===== src/rtl/dm_arbiter_pkg.sv =====
// Shared types and defaults for the data-memory arbiter between the core (port 0)
// and the host loader (port 1).
package dm_arbiter_pkg;

  localparam int unsigned DM_ADDR_W = 16;
  localparam int unsigned DM_DATA_W = 8;
  localparam int unsigned DM_CNT_W  = 4;

  typedef enum logic [1:0] {
    IDLE = 2'd0,
    OWN0 = 2'd1,
    OWN1 = 2'd2
  } state_e;

  // Saturating burst-count increment
  function automatic logic [DM_CNT_W-1:0] burst_inc(input logic [DM_CNT_W-1:0] cnt,
                                                    input logic [DM_CNT_W-1:0] max);
    return (cnt >= max) ? max : cnt + DM_CNT_W'(1);
  endfunction

endpackage


===== src/rtl/dm_arbiter_if.sv =====
// Requester and memory-side signal bundle of the data-memory arbiter.
interface dm_arbiter_if
  import dm_arbiter_pkg::*;
#(
  parameter int unsigned ADDR_W = DM_ADDR_W,
  parameter int unsigned DATA_W = DM_DATA_W
);

  logic              req0;
  logic              req1;
  logic              wr0;
  logic              wr1;
  logic [ADDR_W-1:0] addr0;
  logic [ADDR_W-1:0] addr1;
  logic [DATA_W-1:0] wdata0;
  logic [DATA_W-1:0] wdata1;
  logic              gnt0;
  logic              gnt1;
  logic              rvalid0;
  logic              rvalid1;
  logic [DATA_W-1:0] rdata0;
  logic [DATA_W-1:0] rdata1;
  logic [ADDR_W-1:0] mem_addr;
  logic              mem_wr;
  logic [DATA_W-1:0] mem_wdata;
  logic [DATA_W-1:0] mem_rdata;

  modport slave (
    input  req0, req1, wr0, wr1, addr0, addr1, wdata0, wdata1, mem_rdata,
    output gnt0, gnt1, rvalid0, rvalid1, rdata0, rdata1, mem_addr, mem_wr, mem_wdata
  );

  modport master (
    output req0, req1, wr0, wr1, addr0, addr1, wdata0, wdata1, mem_rdata,
    input  gnt0, gnt1, rvalid0, rvalid1, rdata0, rdata1, mem_addr, mem_wr, mem_wdata
  );

endinterface


===== src/rtl/dm_arbiter.sv =====
// Two-port data-memory arbiter: alternating tie-break from IDLE, bounded bursts
// per owner, single-cycle grant with one-cycle read return.
module dm_arbiter
  import dm_arbiter_pkg::*;
#(
  parameter int unsigned ADDR_W    = DM_ADDR_W,
  parameter int unsigned DATA_W    = DM_DATA_W,
  parameter int unsigned MAX_BURST = 4
) (
  input logic          clk,
  input logic          rst,
  dm_arbiter_if.slave  bus
);

  localparam int unsigned CNT_W = DM_CNT_W;
  localparam logic [CNT_W-1:0] BURST_MAX = CNT_W'(MAX_BURST);

  state_e           state_q;
  state_e           state_d;
  logic             last_q;   // 1 = port 1 was served most recently
  logic             last_d;
  logic [CNT_W-1:0] cnt_q;
  logic [CNT_W-1:0] cnt_d;
  logic             rv0_q;
  logic             rv1_q;
  logic             pick0;
  logic             pick1;
  logic             gnt0;
  logic             gnt1;
  logic             at_max;

  assign at_max = (cnt_q >= BURST_MAX);

  // State, pointer, burst counter and read-return flags
  always_ff @(posedge clk) begin
    if (rst) begin
      state_q <= IDLE;
      last_q  <= 1'b1;
      cnt_q   <= '0;
      rv0_q   <= 1'b0;
      rv1_q   <= 1'b0;
    end else begin
      state_q <= state_d;
      last_q  <= last_d;
      cnt_q   <= cnt_d;
      rv0_q   <= gnt0 & ~bus.wr0;
      rv1_q   <= gnt1 & ~bus.wr1;
    end
  end

  // Grant decision and next state
  always_comb begin
    state_d = state_q;
    last_d  = last_q;
    cnt_d   = cnt_q;
    pick0   = 1'b0;
    pick1   = 1'b0;
    gnt0    = 1'b0;
    gnt1    = 1'b0;

    if (!rst) begin
      unique case (state_q)
        IDLE: begin
          pick0 = bus.req0 & (~bus.req1 | last_q);
          pick1 = bus.req1 & ~pick0;
        end
        OWN0: begin
          pick0 = bus.req0 & (~at_max | ~bus.req1);
          pick1 = bus.req1 & ~pick0;
        end
        OWN1: begin
          pick1 = bus.req1 & (~at_max | ~bus.req0);
          pick0 = bus.req0 & ~pick1;
        end
        default: begin
          pick0 = 1'b0;
          pick1 = 1'b0;
        end
      endcase

      if (pick0) begin
        gnt0    = 1'b1;
        last_d  = 1'b0;
        state_d = OWN0;
        cnt_d   = (state_q == OWN0) ? burst_inc(cnt_q, BURST_MAX) : CNT_W'(1);
      end else if (pick1) begin
        gnt1    = 1'b1;
        last_d  = 1'b1;
        state_d = OWN1;
        cnt_d   = (state_q == OWN1) ? burst_inc(cnt_q, BURST_MAX) : CNT_W'(1);
      end else begin
        state_d = IDLE;
      end
    end
  end

  // Memory port follows the granted requester, quiet otherwise
  always_comb begin
    bus.mem_wr    = 1'b0;
    bus.mem_addr  = ADDR_W'(0);
    bus.mem_wdata = DATA_W'(0);
    if (gnt0) begin
      bus.mem_wr    = bus.wr0;
      bus.mem_addr  = bus.addr0;
      bus.mem_wdata = bus.wdata0;
    end else if (gnt1) begin
      bus.mem_wr    = bus.wr1;
      bus.mem_addr  = bus.addr1;
      bus.mem_wdata = bus.wdata1;
    end
  end

  assign bus.gnt0 = gnt0;
  assign bus.gnt1 = gnt1;

  // A read granted just before reset must not surface while reset is high
  assign bus.rvalid0 = rv0_q & ~rst;
  assign bus.rvalid1 = rv1_q & ~rst;
  assign bus.rdata0  = bus.mem_rdata;
  assign bus.rdata1  = bus.mem_rdata;

endmodule

===== src/flat_wrapper.sv =====
// flat-port wrapper written by rule: the top's interface ports become plain ports
module dm_arbiter_flat import dm_arbiter_pkg::*;
#(
  parameter int unsigned ADDR_W    = DM_ADDR_W,
  parameter int unsigned DATA_W    = DM_DATA_W,
  parameter int unsigned MAX_BURST = 4
)
  (clk, rst, bus_req0, bus_req1, bus_wr0, bus_wr1, bus_addr0, bus_addr1, bus_wdata0, bus_wdata1, bus_mem_rdata, bus_gnt0, bus_gnt1, bus_rvalid0, bus_rvalid1, bus_rdata0, bus_rdata1, bus_mem_addr, bus_mem_wr, bus_mem_wdata);
  dm_arbiter_if #(.ADDR_W(ADDR_W), .DATA_W(DATA_W)) bus_i ();
  input logic clk;
  input logic rst;
  input wire logic [$bits(bus_i.req0)-1:0] bus_req0;
  input wire logic [$bits(bus_i.req1)-1:0] bus_req1;
  input wire logic [$bits(bus_i.wr0)-1:0] bus_wr0;
  input wire logic [$bits(bus_i.wr1)-1:0] bus_wr1;
  input wire logic [$bits(bus_i.addr0)-1:0] bus_addr0;
  input wire logic [$bits(bus_i.addr1)-1:0] bus_addr1;
  input wire logic [$bits(bus_i.wdata0)-1:0] bus_wdata0;
  input wire logic [$bits(bus_i.wdata1)-1:0] bus_wdata1;
  input wire logic [$bits(bus_i.mem_rdata)-1:0] bus_mem_rdata;
  output wire logic [$bits(bus_i.gnt0)-1:0] bus_gnt0;
  output wire logic [$bits(bus_i.gnt1)-1:0] bus_gnt1;
  output wire logic [$bits(bus_i.rvalid0)-1:0] bus_rvalid0;
  output wire logic [$bits(bus_i.rvalid1)-1:0] bus_rvalid1;
  output wire logic [$bits(bus_i.rdata0)-1:0] bus_rdata0;
  output wire logic [$bits(bus_i.rdata1)-1:0] bus_rdata1;
  output wire logic [$bits(bus_i.mem_addr)-1:0] bus_mem_addr;
  output wire logic [$bits(bus_i.mem_wr)-1:0] bus_mem_wr;
  output wire logic [$bits(bus_i.mem_wdata)-1:0] bus_mem_wdata;
  assign bus_i.req0 = bus_req0;
  assign bus_i.req1 = bus_req1;
  assign bus_i.wr0 = bus_wr0;
  assign bus_i.wr1 = bus_wr1;
  assign bus_i.addr0 = bus_addr0;
  assign bus_i.addr1 = bus_addr1;
  assign bus_i.wdata0 = bus_wdata0;
  assign bus_i.wdata1 = bus_wdata1;
  assign bus_i.mem_rdata = bus_mem_rdata;
  assign bus_gnt0 = bus_i.gnt0;
  assign bus_gnt1 = bus_i.gnt1;
  assign bus_rvalid0 = bus_i.rvalid0;
  assign bus_rvalid1 = bus_i.rvalid1;
  assign bus_rdata0 = bus_i.rdata0;
  assign bus_rdata1 = bus_i.rdata1;
  assign bus_mem_addr = bus_i.mem_addr;
  assign bus_mem_wr = bus_i.mem_wr;
  assign bus_mem_wdata = bus_i.mem_wdata;
  dm_arbiter #(.ADDR_W(ADDR_W), .DATA_W(DATA_W), .MAX_BURST(MAX_BURST)) u_core (.clk(clk), .rst(rst), .bus(bus_i));
endmodule

===== config.mk =====
export PLATFORM = sky130hd
export DESIGN_NAME = dm_arbiter_flat
export DESIGN_NICKNAME = d
export VERILOG_FILES = /design/src/rtl/dm_arbiter_pkg.sv /design/src/rtl/dm_arbiter_if.sv /design/src/rtl/dm_arbiter.sv /design/src/flat_wrapper.sv
export SDC_FILE = /design/constraint.sdc
export NUM_CORES = 1
export LEC_CHECK = 0
export ABC_CLOCK_PERIOD_IN_PS = 2100
export BUFFER_PORTS_ARGS = -buffer_cell sky130_fd_sc_hd__buf_2
export CORE_MARGIN = 2
export CORE_UTILIZATION = 37
export CTS_CLUSTER_DIAMETER = 80
export DETAILED_ROUTE_END_ITERATION = 16
export PLACE_DENSITY = 0.81
export SLEW_MARGIN = 20
export SYNTH_ARGS = -nofsm -noshare
export SYNTH_HDL_FRONTEND = slang
export SYNTH_SLANG_ARGS = --single-unit

===== constraint.sdc =====
create_clock -name clk -period 2.1 [get_ports clk]
set_input_delay 0.42 -clock clk [delete_from_list [all_inputs] [get_ports clk]]
set_output_delay 0.42 -clock clk [all_outputs]
set_load 0.05 [all_outputs]

; Yosys cells after proc, flatten, opt, wreduce, memory -nomap -nowiden
; Index checks and enable logic that the tools add are counted.
[word_totals]
regBits = 9
inputBits = 62
mem_bits_ro = 0
mem_bits_rw = 0
mem_count = 0
latchBits = 0
[op_classes]
n_bitwise = 22
add_sub_neg = 1
n_eq_ne = 2
div_mod_pow = 0
reduce_logical = 3
multipliers = 0
n_lt_le_gt_ge = 1
n_mux = 24
shift = 0
[ops]
columns = cell, n
row1 = 16-bit 2-to-1 mux, 2
row2 = 4-bit 2-to-1 mux, 5
row3 = 8-bit 2-to-1 mux, 2
row4 = 1-bit 2-to-1 mux, 12
row5 = 1-bit bitwise AND, 10
row6 = 1-bit NOT, 9
row7 = 1-bit case mux with 3 select lines, 2
row8 = "4-bit by 1-bit adder with 4-bit output, second input constant", 1
row9 = "4-bit by 3-bit greater-or-equal comparator with 1-bit output, second input constant", 1
row10 = 1-bit bitwise OR, 3
row11 = "2-bit by 1-bit equality test with 1-bit output, second input constant", 1
row12 = "2-bit equality test, second input constant", 1
row13 = 2-bit zero test, 1
row14 = 2-bit 2-to-1 mux, 1
row15 = 2-bit nonzero test, 1
row16 = 2-bit OR reduction, 1

; Longest topological paths before layout
; Gate-level depths: netlist of the first run.
[logic_depth]
depth_word = 13
mapped_depth = 7
ltp_nobuf = 4

; Worst setup path after synthesis of the first run
; OpenSTA, ideal clock, no wires.
[synth_path]
kind = input to output
startpoint = in bus_req0
endpoint = out bus_mem_addr[13]
setup_slack_ps = -576
required_time_ps = 1680
n_path_buf = 2
arrival_ps = 2256
path_stages = 6
cell_sequence = buf_2 > o211a_1 > a311oi_4 > buf_2 > nand4_1 > a21oi_1
[synth_via]
elab_chain_cells = 11
elab_cells_between_ends = 22
[synth_rtl]
columns = element, line_no
row1 = from (decl), flat_wrapper.sv:12  ; input wire logic [$bits(bus_i.req0)-1:0] bus_req0;
row2 = 1-bit NOT, dm_arbiter.sv:72  ; pick1 = bus.req1 & (~at_max | ~bus.req0);
row3 = 1-bit bitwise OR, dm_arbiter.sv:72
row4 = 1-bit bitwise AND, dm_arbiter.sv:72
row5 = 1-bit NOT, dm_arbiter.sv:73  ; pick0 = bus.req0 & ~pick1;
row6 = 1-bit bitwise AND, dm_arbiter.sv:73
row7 = 1-bit case mux with 3 select lines, dm_arbiter.sv:62  ; unique case (state_q)
row8 = 1-bit 2-to-1 mux, dm_arbiter.sv:61  ; if (!rst) begin
row9 = 1-bit 2-to-1 mux, dm_arbiter.sv:81  ; if (pick0) begin
row10 = 1-bit 2-to-1 mux, dm_arbiter.sv:61
row11 = 16-bit 2-to-1 mux, dm_arbiter.sv:106  ; end else if (gnt1) begin
row12 = 16-bit 2-to-1 mux (*), dm_arbiter.sv:102  ; if (gnt0) begin
row13 = to (decl), flat_wrapper.sv:27  ; output wire logic [$bits(bus_i.mem_addr)-1:0] bus_mem_addr;
; Mark *: on every way between the ends. The rest lies on a longest branch, timed or not. The select of a mux whose other input is x is not followed.

; Worst setup path after layout of the first run
[layout_path]
startpoint = reg u_core.state_q[0]
endpoint = out bus_mem_wdata[5]
[layout_via]
elab_chain_cells = 8
elab_cells_between_ends = 14
[layout_rtl]
columns = element, line_no
row1 = from (decl), dm_arbiter.sv:18  ; state_e state_q;
row2 = from (signal assigned), dm_arbiter.sv:43  ; state_q <= state_d;
row3 = 2-bit equality test (tied with other cells), dm_arbiter.sv:62
row4 = 1-bit case mux with 3 select lines, dm_arbiter.sv:62
row5 = 1-bit 2-to-1 mux, dm_arbiter.sv:61
row6 = 1-bit 2-to-1 mux, dm_arbiter.sv:86  ; end else if (pick1) begin
row7 = 1-bit 2-to-1 mux, dm_arbiter.sv:81
row8 = 1-bit 2-to-1 mux, dm_arbiter.sv:61
row9 = 8-bit 2-to-1 mux, dm_arbiter.sv:106
row10 = 8-bit 2-to-1 mux (*), dm_arbiter.sv:102
row11 = to (decl), flat_wrapper.sv:29  ; output wire logic [$bits(bus_i.mem_wdata)-1:0] bus_mem_wdata;
; Marked as above.

==> metrics.txt, run 1 <==
run status complete, but fails checks; failing checks setup timing; dpl ws -0.306 ns; Hold Path Class primary input to flip-flop; DRC Markers 0; Pre-antenna DRT Iters 5; reg2reg end u_core.last_q; Core Box Area 0.00298 sq mm; GP Congestion 0.770; #FFs+latches synth 9; CTS sink count 9; 1st-iter DRT viols 141; measured slew at the worst slew-check pin 0.397 ns; headroom to the max-slew limit 0.732; Critical Path AT 2.06 ns; ys async rst share 0; Critical Path Most Common Cell buf_6; Max Cap Viol 0; crit-path max FO 6; crit-path leading delay family compound AO/OA/AOI/OAI gates; CP Depth 8; most frequent cells in the layout buf_2 (55), buf_6 (31), buf_4 (26), nand4_1 (25), a21oi_4 (25); placement-stage cell area 0.00198 sq mm; grt ovf 0; Final #Nets 316; Port Buffer Count 82; Layout Skew 0.00255 ns; global-route wire length before repair 6640 microns; synthesized netlist net count 225; CTS root buffer clkbuf_4; final wirelength 5680 microns; worst skew pair latency 0.26 ns; critical path's slowest cell dfxtp_2; Pwr Density 497 mW/mm^2; share of cells above drive strength 1 0.714; CTS Buf Count 3; Yosys cell types 36; HPWL Detailed 3200 microns; RSZ-0062 raised after global routing yes; dominant synthesized flop cell dfxtp_1; Final Util 0.822; Area Overhead vs Synth 117%; Slew Viols, Final 0; Initial Utilization 0.379; row cnt 20; Routed wire per std cell 19.9 microns; commonest non-fill, non-tap cell in the layout buf_2; Avg Cell Area, Syn 6.97 sq um; Ys Warns 0; cts hold-fix bufs 0; via density per instance 6.11; synthesized area 0.00113 sq mm; Worst R2R Setup Slack 0.28 ns; total power 1.22 mW; fin cells 285; Worst-path clk slew 0.07 ns; Syn Inst Count 162; WP buf/inv 4; vias in the first global route 1538; IO Pins 107; worst-case reg-to-reg path depth 9; Critical Path End Type output port; CTS Buffer Depth 2; diode count 0; sequential-to-total area share from yosys stat 0.159; post-route setup slack -0.377 ns; DP Cell Count 272; crit path kind flip-flop to output port; CP max stage delay 0.34 ns; minimum clock period 2.48 ns; Pleak 0.961 nW; hold_ws 0.345 ns; crit path from u_core.state_q[0]; fmax 404 MHz; Chip Width 59.3 microns; worst path required time 1.68 ns; Setup crit end bus_mem_wdata[5]; antenna-violating nets left 0; final instance area 0.00245 sq mm; routed via count 1741; H-tree level count 1; Worst Setup Start Kind flip-flop; worst-path cell chain buf_6, a21bo_4, a311oi_4, buf_6, buf_8, nand4_1, a21oi_4, buf_6; antenna violations before repair 0; Tcrit/Tclk final 1.18; Final Hold Violating Endpoints 0; GRT Total Usage 0.240; final setup violating endpoints 27; pin count of the biggest net entering global routing 27; Reg2Reg Launch Point u_core.cnt_q[3]; Die Y 59.3 microns; Max IR drop VDD 0.424 mV; die area 0.00351 sq mm; Setup TNS -8.60 ns; Post-synth EDFFs 0; CTS tree built
registers in the layout, indices dropped and copies added, names as in the netlist:
register	cells
u_core.rv1_q	1
u_core.state_q	2
u_core.rv0_q	1
u_core.last_q	1
u_core.cnt_q	4
what timing repair did:
item | 4_1_cts | 5_1_grt
endpoints found under the hold margin | 0 | 0
setup endpoints to repair | 27 | 27
cloned | 2 | 2
buffers inserted | 4 | 1
pin swaps | 17 | 16
gates resized for setup | 69 | 18
area by class of cell:
type,count,area (sq um)
multi-input combinational,117,1220
timing repair buffer,119,970
fill,153,529
sequential,9,184
tap,33,41.3
clock buffer,4,26.3
inverter,3,11.3
cell usage after synthesis (all sizes together), types with 2 or more instances:
master	count	area, sq um
nand2	3	11.3
nand4	26	169
nor2	5	21.3
o211ai	2	15.0
o21ai	27	135
buf	26	198
nor3b	2	20.0
nand2b	3	18.8
nor2b	3	18.8
inv	3	11.3
dfxtp	9	180
and3	2	12.5
a21oi	28	140
clkbuf	8	31.3
routing by layer:
metal	share of wire	global-route usage
met5	0	0
met3	0.083	0.0262
met2	0.53	0.462
met1	0.36	0.279
met4	0.030	0.0552
worst min-delay path by stage:
stage | cells after the start | endpoint | start | slack, ns
2_1_floorplan | 2 | u_core.cnt_q[1] | u_core.cnt_q[1] | 0.45
3_3_place_gp | 2 | u_core.cnt_q[1] | u_core.cnt_q[1] | 0.46
3_5_place_dp | 2 | u_core.cnt_q[1] | u_core.cnt_q[1] | 0.47
4_1_cts | 2 | u_core.rv1_q | bus_wr1 | 0.34
5_1_grt | 2 | u_core.rv1_q | bus_wr1 | 0.33
6_report | 2 | u_core.rv1_q | bus_wr1 | 0.34
cells by family (layout without fill, tap and decap cells):
kind of cell	count (synthesis)	after routing	share of synthesized area
DFF	9	9	0.159
buffers and inverters	37	126	0.213
xor gates and xnor gates	1	1	0.00775
adders and majority gates	1	1	0.0111
AOI/OAI and AO/OA	64	64	0.328
and+or+nand+nor	50	51	0.281
worst register-to-register path: stages, from the launching register on:
cell and delay [ns]:
dfxtp_2 0.32, buf_6 0.11, buf_4 0.12, nor2_1 0.20, a311oi_4 0.13, buf_6 0.16
clkbuf_16 0.15, buf_4 0.13, o211ai_1 0.26, nand2_1 0.11
power breakdown:
group	leakage (nW)	internal (mW)	switching, mW
Combinational	0.871	0.363	0.522
Clock	0.0150	0.0734	0.0662
Sequential	0.0752	0.182	0.0104
Power figures use the tool's default switching activity.
==> run 2, diff against run 1 <==
- ABC_CLOCK_PERIOD_IN_PS: 2100 -> 3000
- CORE_ASPECT_RATIO: unset -> 1.2
- CORE_UTILIZATION: 37 -> 41
- CTS_BUF_LIST: unset -> sky130_fd_sc_hd__clkbuf_8
- PLACE_DENSITY: 0.81 -> 0.89
- clock period: 2.1 -> 3 ns (I/O delays scaled with it)
==> metrics.txt, run 2 (synthesized netlist as in run 1, its figures left out) <==
headroom to the max-slew limit 0.727; Die Y 61.5 microns; post-route setup slack 0.199 ns; hold_ws 0.477 ns; Core Box Area 0.00258 sq mm; Worst-path clk slew 0.04 ns; grt ovf 0; measured slew at the worst slew-check pin 0.410 ns; antenna violations before repair 0; Port Buffer Count 82; DRC Markers 0; cts hold-fix bufs 0; Max Cap Viol 0; fmax 357 MHz; Max IR drop VDD 0.233 mV; Final #Nets 288; minimum clock period 2.80 ns; Tcrit/Tclk final 0.934; worst path required time 2.40 ns; GP Congestion 0.804; multi-input logic area 777 sq um; final wirelength 3610 microns; Pleak 0.723 nW; Reg with most FFs u_core.cnt_q; Initial Utilization 0.438; Critical Path AT 2.20 ns; Area Overhead vs Synth 37.4%; HPWL Detailed 2690 microns; dpl ws 0.225 ns; Sequential Power Share 0.213; via density per instance 5.71; pin count of the biggest net entering global routing 29; most frequent cells in the layout buf_2 (82), nand4_1 (25), o21ai_1 (19), a21oi_2 (18), a21oi_1 (10); diode count 0; Comb power frac 0.571; antenna-violating nets left 0; row cnt 20; 1st-iter DRT viols 58; max reg flops 4; CTS tree built; IO Pins 107; CTS sink count 9; Worst Setup Start Kind primary input; worst skew pair latency 0.24 ns; CTS root buffer clkbuf_8; die area 0.00319 sq mm; Setup TNS 0 ns; crit-path max FO 12; Setup Fix Bufs, Post-CTS 0; RSZ-0062 raised after global routing no; Layout Skew 0.00319 ns; share of cells above drive strength 1 0.536; GRT Total Usage 0.235; run status complete, no violations; power share of the clock group 0.217; switching power 0.311 mW; post-cts resize count 0; Filler cells 259; Routed wire per std cell 14.0 microns; Chip Width 51.9 microns; vias in the first global route 1310; Pint 0.335 mW; Switching Share 0.481; CTS Buffer Depth 2; Pwr Density 416 mW/mm^2; final setup violating endpoints 0; Critical Path End Type output port; Largest regs u_core.cnt_q: 4 flops, u_core.state_q: 2 flops; global-route wire length before repair 5780 microns; Final Hold Violating Endpoints 0; CTS Buf Count 3; routed via count 1467; Worst R2R Setup Slack 1.27 ns; register area 180 sq um; crit path kind primary input to output port; H-tree level count 1; Pre-antenna DRT Iters 4; commonest non-fill, non-tap cell in the layout buf_2; Slew Viols, Final 0; Hold Path Class flip-flop to flip-flop
## run 2: changes by cell type in the layout (fill, tap and decap cells not counted), moves of 13 or more
cell | before | now
a21oi_4 | 25 | 0
o21ai_4 | 13 | 0
buf_6 | 31 | 0
o21ai_1 | 3 | 19
a21oi_2 | 0 | 18
buf_2 | 55 | 82
buf_4 | 26 | 9
## run 2: worst paths after layout
| path | from | to | cells past startpoint |
|---|---|---|---|
| min reg2reg | u_core.cnt_q[1] | u_core.cnt_q[1] | 2 |
| max | bus_req1 | bus_mem_wr | 7 |
| max reg2reg | u_core.state_q[0] | u_core.rv0_q | 5 |
| min | u_core.cnt_q[1] | u_core.cnt_q[1] | 2 |
## run 2: metal layers
layer	GRT usage	share of wire	vias to the layer above
met3	0.0316	0.079	13
met2	0.403	0.51	71
met1	0.284	0.39	671
met5	0	0	-
li1	-	-	712
met4	0.128	0.022	0
## run 2: critical path: stages
cell	delay, ns
buf_2	0.15
or4b_4	0.49
and4_1	0.23
buf_4	0.18
o21ai_0	0.23
a21oi_1	0.10
buf_2	0.22
## run 2: final cells by class
class | instances | area share
flip-flops and latches | 9 | 0.116
clock buffers | 3 | 0.0266
inverters | 3 | 0.00725
well taps | 33 | 0.0266
repair buffers | 92 | 0.321
clock inverters | 1 | 0.00242
multi-input cells | 116 | 0.500
## run 2: through the flow
step | utilization | instance area [sq um] | std cells | power [mW]
finish | 0.602 | 1550 | 257 | 0.646
floorplan | - | 1200 | 162 | 0.469
global placement | 0.585 | 1510 | 253 | 0.501
detailed placement | 0.585 | 1510 | 253 | 0.508
CTS | 0.602 | 1550 | 257 | 0.650
global route | 0.602 | 1550 | 257 | 0.691
## run 2: power groups by stage
| stage | clock [mW] | sequential [mW] | combinational, mW |
|---|---|---|---|
| finish | 0.140 | 0.137 | 0.369 |
| detailed placement | 0 | 0.139 | 0.369 |
| floorplan | 0 | 0.134 | 0.335 |
| global route | 0.158 | 0.138 | 0.395 |
| global placement | 0 | 0.139 | 0.362 |
| CTS | 0.143 | 0.137 | 0.370 |
